[config.mk]
export PLATFORM = sky130hd
export DESIGN_NAME = multi_zone_irrigation_sequencer
export DESIGN_NICKNAME = d
export VERILOG_FILES = /design/src/rtl/irrigation_pkg.sv /design/src/rtl/bcd_countdown.sv /design/src/rtl/multi_zone_irrigation_sequencer.sv
export SDC_FILE = /design/constraint.sdc
export NUM_CORES = 1
export LEC_CHECK = 0
export CAP_MARGIN = 10
export CORE_UTILIZATION = 54
export CTS_CLUSTER_SIZE = 10
export DETAILED_ROUTE_END_ITERATION = 10
export PLACE_DENSITY = 0.83
export SLEW_MARGIN = 10
export SYNTH_ARGS = -nofsm -noshare
export SYNTH_HDL_FRONTEND = slang
export SYNTH_SLANG_ARGS = --single-unit
[constraint.sdc]
create_clock -name clock -period 4.6 [get_ports clock]
set_input_delay 1.38 -clock clock [delete_from_list [all_inputs] [get_ports clock]]
set_output_delay 1.38 -clock clock [all_outputs]
set_load 0.005 [all_outputs]
[src/rtl/irrigation_pkg.sv]
// Shared types and constants for the irrigation sequencer and its BCD timer.
package irrigation_pkg;

  // Top-level controller states.
  typedef enum logic [1:0] {
    IDLE     = 2'd0,
    IRRIGATE = 2'd1,
    FAULT    = 2'd2
  } state_t;

  // Watering mode, latched at the start of each run.
  typedef enum logic {
    DRIP     = 1'b0,
    SPRINKLE = 1'b1
  } mode_t;

  // BCD digit for minutes / seconds units, and the 0..5 seconds-tens digit.
  typedef logic [3:0] bcd_digit_t;
  typedef logic [2:0] sec_tens_t;

  localparam sec_tens_t  MAX_SEC_TENS = 3'd5;
  localparam bcd_digit_t MAX_BCD      = 4'd9;

  // A gauge is valid when it is a thermometer code: no sensor submerged
  // while the one below it is dry. Narrow gauges are zero-extended to 8 bits.
  function automatic logic gauge_is_thermometer(input logic [7:0] g);
    logic ok;
    ok = 1'b1;
    for (int i = 1; i < 8; i++) begin
      if (g[i] && !g[i-1]) ok = 1'b0;
    end
    return ok;
  endfunction

endpackage

[src/rtl/bcd_countdown.sv]
// M:SS BCD countdown timer. Clear beats load beats tick; it stops at 0:00.
module bcd_countdown
  import irrigation_pkg::*;
#(
  parameter int LOAD_MINUTES = 3
) (
  input  logic       clk,
  input  logic       rst_n,
  input  logic       i_clear,
  input  logic       i_load,
  input  logic       i_tick,
  output bcd_digit_t o_minutes,
  output sec_tens_t  o_sec_tens,
  output bcd_digit_t o_sec_units,
  output logic       o_zero
);

  bcd_digit_t r_minutes;
  sec_tens_t  r_sec_tens;
  bcd_digit_t r_sec_units;
  logic       w_zero;

  assign w_zero = (r_minutes == 4'd0) && (r_sec_tens == 3'd0) && (r_sec_units == 4'd0);

  // Clear, load RUN:00 or decrement one second with borrow chain units->tens->minutes.
  always_ff @(posedge clk or negedge rst_n) begin
    if (!rst_n) begin
      r_minutes   <= 4'd0;
      r_sec_tens  <= 3'd0;
      r_sec_units <= 4'd0;
    end else if (i_clear) begin
      r_minutes   <= 4'd0;
      r_sec_tens  <= 3'd0;
      r_sec_units <= 4'd0;
    end else if (i_load) begin
      r_minutes   <= 4'(LOAD_MINUTES);
      r_sec_tens  <= 3'd0;
      r_sec_units <= 4'd0;
    end else if (i_tick && !w_zero) begin
      if (r_sec_units != 4'd0) begin
        r_sec_units <= r_sec_units - 4'd1;
      end else begin
        r_sec_units <= MAX_BCD;
        if (r_sec_tens != 3'd0) begin
          r_sec_tens <= r_sec_tens - 3'd1;
        end else begin
          r_sec_tens <= MAX_SEC_TENS;
          r_minutes  <= r_minutes - 4'd1;
        end
      end
    end
  end

  assign o_minutes   = r_minutes;
  assign o_sec_tens  = r_sec_tens;
  assign o_sec_units = r_sec_units;
  assign o_zero      = w_zero;

endmodule

[src/rtl/multi_zone_irrigation_sequencer.sv]
// Round-robin multi-zone irrigation controller with gauge checking,
// refill hysteresis and an M:SS run timer.
module multi_zone_irrigation_sequencer
  import irrigation_pkg::*;
#(
  parameter int ZONES       = 4,
  parameter int LEVELS      = 3,
  parameter int RUN_MINUTES = 3
) (
  input  logic              clock,
  input  logic              reset_n,
  input  logic              tick,
  input  logic [LEVELS-1:0] water_level,
  input  logic [ZONES-1:0]  earth_dry,
  input  logic              air_humidity,
  input  logic              low_temperature,
  output logic [ZONES-1:0]  zone_active,
  output logic              sprinkler_on,
  output logic              dripper_on,
  output logic              supply_valve,
  output logic              alarm,
  output logic              sensor_error,
  output logic [3:0]        timer_minutes,
  output logic [2:0]        timer_sec_tens,
  output logic [3:0]        timer_sec_units,
  output state_t            dbg_state
);

  localparam int ZW = $clog2(ZONES);

  state_t            r_state;
  mode_t             r_mode;
  logic [ZW-1:0]     r_ptr;
  logic [ZW-1:0]     r_zone;
  logic [ZONES-1:0]  r_zone_active;
  logic              r_sprinkler;
  logic              r_dripper;
  logic              r_sensor_error;
  logic              r_alarm;
  logic              r_supply;

  logic [7:0]        w_gauge8;
  logic              w_gauge_valid;
  logic              w_found;
  logic [ZW-1:0]     w_pick;
  logic [ZW-1:0]     w_ptr_next;
  logic [ZONES-1:0]  w_onehot;
  mode_t             w_mode_pick;
  logic              w_exit_stop;
  logic              w_exit_done;
  logic              w_load;
  logic              w_clear;
  logic              w_dec;
  logic              w_zero;

  // Zero-extend the gauge so the shared validity check works for any LEVELS.
  always_comb begin
    w_gauge8 = '0;
    w_gauge8[LEVELS-1:0] = water_level;
  end

  assign w_gauge_valid = gauge_is_thermometer(w_gauge8);

  // First dry zone at or after the pointer; scanning from the far end lets the nearest win.
  always_comb begin
    w_found = 1'b0;
    w_pick  = '0;
    for (int k = ZONES - 1; k >= 0; k--) begin
      if (earth_dry[(int'(r_ptr) + k) % ZONES]) begin
        w_found = 1'b1;
        w_pick  = ZW'((int'(r_ptr) + k) % ZONES);
      end
    end
  end

  assign w_ptr_next  = (r_zone == ZW'(ZONES - 1)) ? '0 : r_zone + ZW'(1);
  assign w_onehot    = {{(ZONES-1){1'b0}}, 1'b1} << r_zone;
  assign w_mode_pick = (!air_humidity && !low_temperature && water_level[1]) ? SPRINKLE : DRIP;

  // Early stop (zone wet or reservoir empty) needs no tick; completion needs a tick at 0:00.
  assign w_exit_stop = !earth_dry[r_zone] || !water_level[0];
  assign w_exit_done = tick && w_zero;

  // Timer control: load on the run decision, clear whenever a gauge fault is
  // pending or being served, count down only while the run continues.
  assign w_load  = (r_state == IDLE) && !r_sensor_error && water_level[0] && w_found;
  assign w_clear = (r_state == FAULT) || r_sensor_error;
  assign w_dec   = (r_state == IRRIGATE) && !r_sensor_error && tick && !w_exit_stop;

  bcd_countdown #(
    .LOAD_MINUTES(RUN_MINUTES)
  ) u_timer (
    .clk        (clock),
    .rst_n      (reset_n),
    .i_clear    (w_clear),
    .i_load     (w_load),
    .i_tick     (w_dec),
    .o_minutes  (timer_minutes),
    .o_sec_tens (timer_sec_tens),
    .o_sec_units(timer_sec_units),
    .o_zero     (w_zero)
  );

  // Sequencer FSM; zone/pump outputs are registered from the current state so they trail it by one cycle.
  always_ff @(posedge clock or negedge reset_n) begin
    if (!reset_n) begin
      r_state       <= IDLE;
      r_mode        <= DRIP;
      r_ptr         <= '0;
      r_zone        <= '0;
      r_zone_active <= '0;
      r_sprinkler   <= 1'b0;
      r_dripper     <= 1'b0;
    end else begin
      r_zone_active <= (r_state == IRRIGATE) ? w_onehot : '0;
      r_sprinkler   <= (r_state == IRRIGATE) && (r_mode == SPRINKLE);
      r_dripper     <= (r_state == IRRIGATE) && (r_mode == DRIP);
      case (r_state)
        IDLE: begin
          if (r_sensor_error) begin
            r_state <= FAULT;
          end else if (water_level[0] && w_found) begin
            r_zone  <= w_pick;
            r_mode  <= w_mode_pick;
            r_state <= IRRIGATE;
          end
        end
        IRRIGATE: begin
          if (r_sensor_error) begin
            r_state <= FAULT;
          end else if (w_exit_done || w_exit_stop) begin
            r_state <= IDLE;
            r_ptr   <= w_ptr_next;
          end
        end
        FAULT: begin
          if (tick && w_gauge_valid) r_state <= IDLE;
        end
        default: r_state <= IDLE;
      endcase
    end
  end

  // Gauge conflict and alarm flags, registered from the raw gauge.
  always_ff @(posedge clock or negedge reset_n) begin
    if (!reset_n) begin
      r_sensor_error <= 1'b0;
      r_alarm        <= 1'b0;
    end else begin
      r_sensor_error <= !w_gauge_valid;
      r_alarm        <= !w_gauge_valid || !water_level[1];
    end
  end

  // Refill valve: open when the bottom sensor is dry, close at the top sensor, hold between.
  always_ff @(posedge clock or negedge reset_n) begin
    if (!reset_n) begin
      r_supply <= 1'b0;
    end else if (r_sensor_error || (r_state == FAULT)) begin
      r_supply <= 1'b0;
    end else if (!water_level[0]) begin
      r_supply <= 1'b1;
    end else if (water_level[LEVELS-1]) begin
      r_supply <= 1'b0;
    end
  end

  assign zone_active  = r_zone_active;
  assign sprinkler_on = r_sprinkler;
  assign dripper_on   = r_dripper;
  assign supply_valve = r_supply;
  assign alarm        = r_alarm;
  assign sensor_error = r_sensor_error;
  assign dbg_state    = r_state;

endmodule

==> impl_metrics.csv <==
group,metric,value,unit
yosys,yosys_warnings,0,
yosys,yosys-top-cells-area,"dfrtp_1 (44%), ha_1 (6.5%), mux2i_1 (3.9%)",
global_routing,grt_max_degree,28,
worst_hold_path,hp-class,"flip-flop to flip-flop",
die,ios,34,
clock_tree,clockRootBuffer,"clkbuf_4",
sta,hold_violations,0,
layout,final_cell_mix,"clkdlybuf4s50_1 (33), dfrtp_1 (27), nand2_1 (12), inv_1 (10), ha_1 (8)",
yosys,synth_compound_area_frac,0.157,
sta,min_period,3140,ps
routing,drtPass1Iterations,4,
clock_tree,cts-hold-fix-buffers,0,
power_and_ir_drop,p_leak,0.819,nW
die,die_w,55.5,um
clock_tree,tritoncts,"built",
yosys,yosysUniqueCellTypes,50,
clock_tree,htree_num_levels,1,
clock_tree,cts.clk_slew.worst_paths,150,ps
layout,final_nets,206,
global_routing,grt_pass1_wl,5870,um
yosys,syn-cell-area,1550,um2
die,core-area,2730,um2
layout,drive_gt1_frac,0.108,
clock_tree,clock-sinks,27,
yosys,synth-seq-area-share,0.437,
worst_setup_path,critPathKind,"input port to flip-flop",
sta,rsz0062_at_grt,"no",
routing,ant_nets,0,
global_routing,grt_pass1_vias,1352,
clock_tree,cts_made_buffers,3,
flow_run,drv_cap,0,
die,start_util,0.565,
routing,wl_per_cell,15.6,um
sta,setup_violations,0,
yosys,synth-async-reset-ratio,1.00,
die,die-area,3080,um2
place,place.gp.congestion,0.927,
worst_setup_path,regToRegSetupSlack,2590,ps
layout,final_common_cell,"clkdlybuf4s50_1",
sta,drv_slew,0,
routing,avgViaCountPerCell,6.04,
sta,hold_slack,461,ps
global_routing,grtUsageTotal,0.238,
sta,tns,0,ps
yosys,synth-edff-count,0,
sta,maxSlewHeadroom,0.536,
yosys,synthSimpleGateAreaFrac,0.245,
yosys,synth-seq-cells,27,
sta,clock.fmax,319,MHz
worst_setup_path,cp.arrival,3410,ps
worst_setup_path,cp-start-kind,"input port",
routing,vias,1304,
die,rows,19,
clock_tree,cts_setup_buffers,0,
clock_tree,cts_resized,0,
routing,routed_wl,3370,um
global_routing,antenna_found_initial,0,
yosys,synthAdderAreaFrac,0.0648,
sta,finalClockSkew,13.7,ps
yosys,synth-xor-area-share,0,
worst_setup_path,path_max_fanout,11,
place,io_buffers,33,
yosys,synth_top_family_by_area,"simple AND/OR/NAND/NOR gates",
yosys,synth_area_per_cell,10.3,um2
sta,post-route-period-util,0.682,
clock_tree,worstSkewPairLatency,330,ps
yosys,synth_top_area_frac,0.437,
routing,drt_iter0_markers,24,
yosys,ys_dominant_reg_cell,"dfrtp_1",
worst_setup_path,cp.required,4870,ps
global_routing,grt_overflow,0,
die,dieHeight,55.5,um
routing,drc,0,
outcome,status,"finished clean",
place,place_hpwl,2540,um
clock_tree,cts_buffer_depth,2,
yosys,yosys-mux-area-fraction,0.0607,
layout,diodes,0,
worst_setup_path,critPathCaptureType,"flip-flop",
power_and_ir_drop,ir_worst_vdd,215,uV
yosys,syn_nets,170,
sta,tightest_slew,695,ps
yosys,synth_area_leader_cell,"dfrtp_1",
layout,areaGrowthSynthToFinish,25.0,%
layout,fin_util,0.707,
yosys,netlist_instances,150,
power_and_ir_drop,power_density,299,nW/um2
## logic make-up after synthesis
kind of cell / after synthesis
simple gates: 60
compound gates: 33
flops: 27
buf+inv: 13
mux: 9
fa+ha+maj: 8
## worst max-delay path: stages
cell             delay, ps
clkdlybuf4s50_1        460
or4_4                  570
a211oi_2               640
o311ai_1               220
o21ai_1                130
## path summary, 6_finish.rpt
path                                                    startpoint                                 end  cells after the start
min in group asynchronous                                  reset_n              sprinkler_on$_DFF_PN0_                      2
worst max register to register  u_timer.o_sec_units[0]$_DFFE_PN0P_    u_timer.o_minutes[3]$_DFFE_PN0P_                      6
max in group asynchronous                                  reset_n    u_timer.o_minutes[2]$_DFFE_PN0P_                      2
worst max-delay path                                  earth_dry[3]  u_timer.o_sec_units[0]$_DFFE_PN0P_                      5
worst min-delay path                            r_mode$_DFFE_PN0P_                dripper_on$_DFF_PN0_                      1
worst min register to register                  r_mode$_DFFE_PN0P_                dripper_on$_DFF_PN0_                      1
## registers in the layout, summed over array words and instances, names as in the netlist
name                 count
sensor_error             1
supply_valve             1
dbg_state                2
zone_active              4
u_timer.o_sec_units      4
sprinkler_on             1
r_ptr                    2
u_timer.o_sec_tens       3
u_timer.o_minutes        4
r_mode                   1
dripper_on               1
alarm                    1
r_zone                   2
## synth_stat cells (3+ instances only)
master     n
a31oi_1    3
nor2b_1    5
nand3_1    5
nor2_1     7
a21oi_1    5
dfrtp_1   27
nand2_1   12
and2_1     5
inv_1     10
nand2b_1   3
ha_1       8
nor3_1     3
o21ai_0    5
mux2i_1    6
mux2_2     3
## cell type report
class                      instances  area, um2
sequential                        27        676
fill                             210        802
timing repair buffer              34        338
multi-input combinational        110        816
inverter                          10       37.5
tap                               31       38.8
clock buffer                       4       26.3
## metrics by stage
stage | cell area (um2) | power [mW] | setup slack [ps] | cells
global placement | 1910 | 0.466 | 1210 | 212
global route | 1930 | 0.614 | 1310 | 216
detailed placement | 1910 | 0.477 | 1090 | 212
floorplan | 1550 | 0.409 | 2020 | 150
CTS | 1930 | 0.580 | 1440 | 216
finish | 1930 | 0.577 | 1460 | 216
## layer usage
metal  part of all wire  track usage  vias up
li1                   -            -      622
met4              0.023        0.104        0
met1               0.43        0.282      643
met2               0.51        0.423       31
met3              0.034       0.0375        8
met5                  0            0        -
## report_power, final
part / leakage (nW) / switching, mW / total, mW / internal, mW
Clock: 0.0150 / 0.0709 / 0.105 / 0.0340
Combinational: 0.443 / 0.0904 / 0.172 / 0.0818
Sequential: 0.361 / 0.0371 / 0.300 / 0.263
Power figures use the tool's default switching activity.
